==> src/rtl/mcu_reg_wr.sv <==
// 68000 write-cycle front end: synchronises the bus strobes, decodes the word
// address and issues one registered write-clock pulse per mapped write.
//
// state  | meaning
// IDLE   | waiting for a write start; outputs inactive
// SETUP  | wdata/be stable, strobe not yet raised
// STROBE | wr_c[idx] high
// HOLD   | strobe low, data still held
// ACK    | dtack_n low until as_s returns high
// IGNORE | unmapped address, wait for as_s high
module mcu_reg_wr #(
    parameter int NREGS      = 16,
    parameter int AW         = 5,
    parameter int SETUP_CYC  = 1,
    parameter int STROBE_CYC = 2
) (
    input  logic             clock,
    input  logic             reset,
    input  logic             sel,
    input  logic             as_n,
    input  logic             uds_n,
    input  logic             lds_n,
    input  logic             rw,
    input  logic [AW-1:0]    addr,
    input  logic [15:0]      din,
    output logic [NREGS-1:0] wr_c,
    output logic [15:0]      wdata,
    output logic [1:0]       be,
    output logic             dtack_n
);

    localparam int IW      = (NREGS > 1) ? $clog2(NREGS) : 1;
    localparam int MAX_CYC = (SETUP_CYC > STROBE_CYC) ? SETUP_CYC : STROBE_CYC;
    localparam int CW      = (MAX_CYC > 1) ? $clog2(MAX_CYC + 1) : 1;

    localparam logic [2:0] IDLE   = 3'd0;
    localparam logic [2:0] SETUP  = 3'd1;
    localparam logic [2:0] STROBE = 3'd2;
    localparam logic [2:0] HOLD   = 3'd3;
    localparam logic [2:0] ACK    = 3'd4;
    localparam logic [2:0] IGNORE = 3'd5;

    localparam logic [AW:0] LIMIT = (AW + 1)'(NREGS);

    logic [1:0]    as_q, uds_q, lds_q;
    logic          as_s, uds_s, lds_s;
    logic [2:0]    state;
    logic [IW-1:0] idx;
    logic [CW-1:0] cnt;
    logic          start, in_range;

    always_ff @(posedge clock) begin
        if (reset) begin
            as_q  <= 2'b11;
            uds_q <= 2'b11;
            lds_q <= 2'b11;
        end else begin
            as_q  <= {as_q[0], as_n};
            uds_q <= {uds_q[0], uds_n};
            lds_q <= {lds_q[0], lds_n};
        end
    end

    assign as_s  = as_q[1];
    assign uds_s = uds_q[1];
    assign lds_s = lds_q[1];

    assign start    = ~as_s & sel & ~rw & (~uds_s | ~lds_s);
    assign in_range = ({1'b0, addr} < LIMIT);

    // wr_c and dtack_n are driven straight from flops so the downstream
    // register clocks never see decode glitches.
    always_ff @(posedge clock) begin
        if (reset) begin
            state   <= IDLE;
            idx     <= '0;
            cnt     <= '0;
            wr_c    <= '0;
            wdata   <= '0;
            be      <= '0;
            dtack_n <= 1'b1;
        end else begin
            case (state)
                IDLE: begin
                    if (start) begin
                        if (in_range) begin
                            idx   <= addr[IW-1:0];
                            wdata <= din;
                            be    <= {~uds_s, ~lds_s};
                            cnt   <= CW'(SETUP_CYC - 1);
                            state <= SETUP;
                        end else begin
                            state <= IGNORE;
                        end
                    end
                end
                SETUP: begin
                    if (as_s) begin
                        state <= IDLE;
                    end else if (cnt == '0) begin
                        wr_c  <= NREGS'(1) << idx;
                        cnt   <= CW'(STROBE_CYC - 1);
                        state <= STROBE;
                    end else begin
                        cnt <= cnt - CW'(1);
                    end
                end
                STROBE: begin
                    if (cnt == '0) begin
                        wr_c  <= '0;
                        state <= HOLD;
                    end else begin
                        cnt <= cnt - CW'(1);
                    end
                end
                HOLD: begin
                    if (as_s) begin
                        state <= IDLE;
                    end else begin
                        dtack_n <= 1'b0;
                        state   <= ACK;
                    end
                end
                ACK: begin
                    if (as_s) begin
                        dtack_n <= 1'b1;
                        state   <= IDLE;
                    end
                end
                IGNORE: begin
                    if (as_s) state <= IDLE;
                end
                default: begin
                    wr_c    <= '0;
                    dtack_n <= 1'b1;
                    state   <= IDLE;
                end
            endcase
        end
    end

endmodule

==> config.mk <==
export PLATFORM = sky130hd
export DESIGN_NAME = mcu_reg_wr
export DESIGN_NICKNAME = d
export VERILOG_FILES = /design/src/rtl/mcu_reg_wr.sv
export SDC_FILE = /design/constraint.sdc
export NUM_CORES = 1
export LEC_CHECK = 0
export CORE_MARGIN = 2
export CORE_UTILIZATION = 49
export CTS_CLUSTER_DIAMETER = 30
export DETAILED_ROUTE_END_ITERATION = 6
export GPL_TIMING_DRIVEN = 0
export PLACE_DENSITY = 0.84
export SYNTH_ARGS = -nofsm -noshare
export SYNTH_HDL_FRONTEND = slang
export SYNTH_SLANG_ARGS = --single-unit
export TNS_END_PERCENT = 20
==> constraint.sdc <==
create_clock -name clock -period 3.4 [get_ports clock]
set_input_delay 0.51 -clock clock [delete_from_list [all_inputs] [get_ports clock]]
set_output_delay 0.51 -clock clock [all_outputs]
set_load 0.005 [all_outputs]
==> metrics <==
outcome=completed; final wirelength=between 4000 and 5000 µm; main flop type after synthesis=dfxtp_1; EDFF count, synth=0; worst path arrival time=slightly above 2 ns; DP HPWL=around 2900 µm; largest area contributor in the netlist=dfxtp_1; P_leak=about 0.00098 µW; Hold Buf Count CTS=0; Combinational Power Share=under 10%; Die W=about 70 µm; FMAX=around 550 MHz; Setup WS post-layout=about 1.6 ns; Inserted Diodes=0; Clock power frac=about 36%; skew final=between 0.01 and 0.015 ns; I/O pin cnt=63; synth warn=0; flops & latches, synth=50; Seq/Total Area, Yosys=between 40% and 50%; Global Route Usage Sum=~17%; Crit. End Element=flip-flop; Cell Pwr Density=362 mW/mm²; Hold Path Class=reg2reg; Area growth, synth to finish=39.0%; Initial DRC Count=between 50 and 60; Flop pwr share=around 59%; initial antenna violation count=0; via count=1572; xor/xnor share of the synthesized area=less than 1%; largest net degree at the start of global routing=17; largest cells by area after synthesis=dfxtp_1 (50%), mux2i_1 (10%), o2bb2ai_1 (6.5%), nor2_1 (5.4%), buf_12 (3.0%); multi-input combinational cell area=a little under 900 µm²; Vias per Instance=~5; CTS clk-pin slew, worst paths=0.09 ns; 1st-pass router iterations=4; ratio of cells with drive above 1 in the final layout=14.0%; fillcell total=between 300 and 400; Mapped Area=0.00201 mm²; Synth Area in Adders=1.25%; Clock Path Buffers=2; count leader, synth=dfxtp_1; Post-Synthesis Net Count=around 220; Sum Neg Setup Slack=0 ns; routed len/inst=about 13 µm; synthesized area per cell=about 11 µm²; Post-Layout Cell Count=307; Setup CP Type=reg2reg; Place WS=about 1.3 ns; Final Hold Vio Count=0; Register Area=between 0.001 and 0.0015 mm²; NumNets Final=roughly 290; CP max FO=6; die height=68 µm; RSZ-0062 raised after global routing=false; Setup Fix Bufs, Post-CTS=0; Worst-Margin Slew=0.460 ns; vias in the first global route=~1400; VDD IR max=between 0.2 and 0.3 mV; Net Sw Power=216 µW; post-CTS sizing=0; post-synthesis mux area share=11.0%; TritonCTS clock tree=done; Int Power=slightly below 800 µW; fin crit share=between 50% and 60%; Post-DRT Antenna Nets=0; first-pass GRT wire length=around 6000 µm; most frequent cells after synthesis=dfxtp_1 (50), nor2_1 (29), mux2i_1 (21), o2bb2ai_1 (15), nand2_1 (8); synth unique cells=39; DRC=0; clk root buf=clkbuf_8; cts bufs inserted=5; GPL Wtd Cong=around 0.75; row cnt=23; Syn Inst Count=187; I/O Buffers=62; Final setup viols=0; largest family of logic cells by synthesized area=simple AND/OR/NAND/NOR gates; Net Sw Frac=between 20% and 30%; Setup crit start kind=flip-flop; max-cap violations=0; Slew headroom=~70%; Req. time, crit path=3.59 ns; core box area=around 0.0040 mm²; DIE AREA=0.00462 mm²; Compound-Gate Fraction of Synth Area=14.2%; Skew-Pair Late Insertion Delay=0.30 ns; FFs w/ async S/R, synth=0%; Final min period=roughly 1.8 ns; H-tree levels=2; number of instances in the placed design=299; Slew Viols, Final=0; simple-gate share of the synthesized area=about 17%; total grt overflow=0; clk sinks=50; top-area cell type share of the netlist area=roughly 50%; Initial Utilization=50.5%
per-stage QoR:
stage	util (%)	power (µW)	hold WS (ns)	area (µm²)
after CTS	70.3	1020	0.414	2790
after floorplan	-	625	0.389	2010
after detailed placement	67.7	662	0.395	2690
after global routing	70.3	1040	0.422	2790
after global placement	67.7	662	0.394	2690
final	70.3	1010	0.412	2790
cell families (layout without fill, tap and decap cells):
logic type,Yosys count,count (layout)
and+or+nand+nor,65,65
DFF,50,50
AOI/OAI and AO/OA,32,32
muxes,22,22
buffers and inverters,15,85
adders and majority gates,2,2
xor gates and xnor gates,1,1
worst paths after layout:
kind,endpoint,cells after the start,slack [ns],startpoint
worst max register to register,cnt[1]$_SDFFE_PP0P_,6,1.57,cnt[0]$_SDFFE_PP0P_
worst min-delay path,uds_q[1]$_SDFF_PP1_,1,0.41,uds_q[0]$_SDFF_PP1_
worst min register to register,uds_q[1]$_SDFF_PP1_,1,0.41,uds_q[0]$_SDFF_PP1_
worst max-delay path,cnt[1]$_SDFFE_PP0P_,6,1.57,cnt[0]$_SDFFE_PP0P_
cells in the final DEF (no fill, tap or decap), types with 2 or more instances in the layout:
| cell type | n |
|---|---|
| dfxtp_1 | 50 |
| nor2_2 | 2 |
| nand2b_1 | 4 |
| or2_2 | 6 |
| o2bb2ai_1 | 15 |
| mux2i_1 | 21 |
| buf_12 | 3 |
| clkdlybuf4s50_1 | 62 |
| ha_1 | 2 |
| nor2_1 | 29 |
| clkinv_4 | 2 |
| nand3b_1 | 3 |
| clkbuf_1 | 4 |
| nand3_1 | 3 |
| a21oi_1 | 5 |
| nand2_1 | 8 |
| nor3_1 | 3 |
| buf_6 | 2 |
| inv_1 | 3 |
| a211oi_2 | 3 |
| clkbuf_8 | 6 |
worst max-delay path, stage by stage, from the launching register on:
cell      delay [ns]
dfxtp_1         0.37
inv_1           0.07
ha_1            0.28
a21oi_1         0.22
nor2_1          0.08
a211oi_2        0.32
mux2_1          0.37
layout make-up:
type                            count  share of cell area (%)
Clock inverter                      2                   0.628
Buffer                             11                    3.95
Inverter                            4                   0.538
Timing Repair Buffer               62                    22.2
Multi-Input combinational cell    122                    31.6
Sequential cell                    50                    35.9
Clock buffer                        6                    2.96
Tap cell                           50                    2.24
sequential cells by signal (all words and copies together), names as in the netlist:
| name | cells |
|---|---|
| lds_q | 2 |
| be | 2 |
| idx | 4 |
| state | 3 |
| uds_q | 2 |
| wr_c | 16 |
| cnt | 2 |
| as_q | 2 |
| dtack_n | 1 |
| wdata | 16 |
metal layers:
| metal | GRT usage (%) | up-vias | share of wire (%) |
|---|---|---|---|
| met5 | 0 | - | 0 |
| met4 | 6.75 | 0 | 1.7 |
| met3 | 5.76 | 8 | 8.5 |
| met2 | 27.9 | 59 | 44 |
| met1 | 21.7 | 717 | 45 |
| li1 | - | 788 | - |
power by group through the flow:
stage,registers [µW],clock network [µW],logic (µW)
after CTS,591,372,57.6
after floorplan,605,0,20.3
after global routing,592,385,61.6
after detailed placement,605,0,57.2
final,591,361,57.4
after global placement,605,0,56.8
Note: power is estimated with default switching activity, not from simulation.
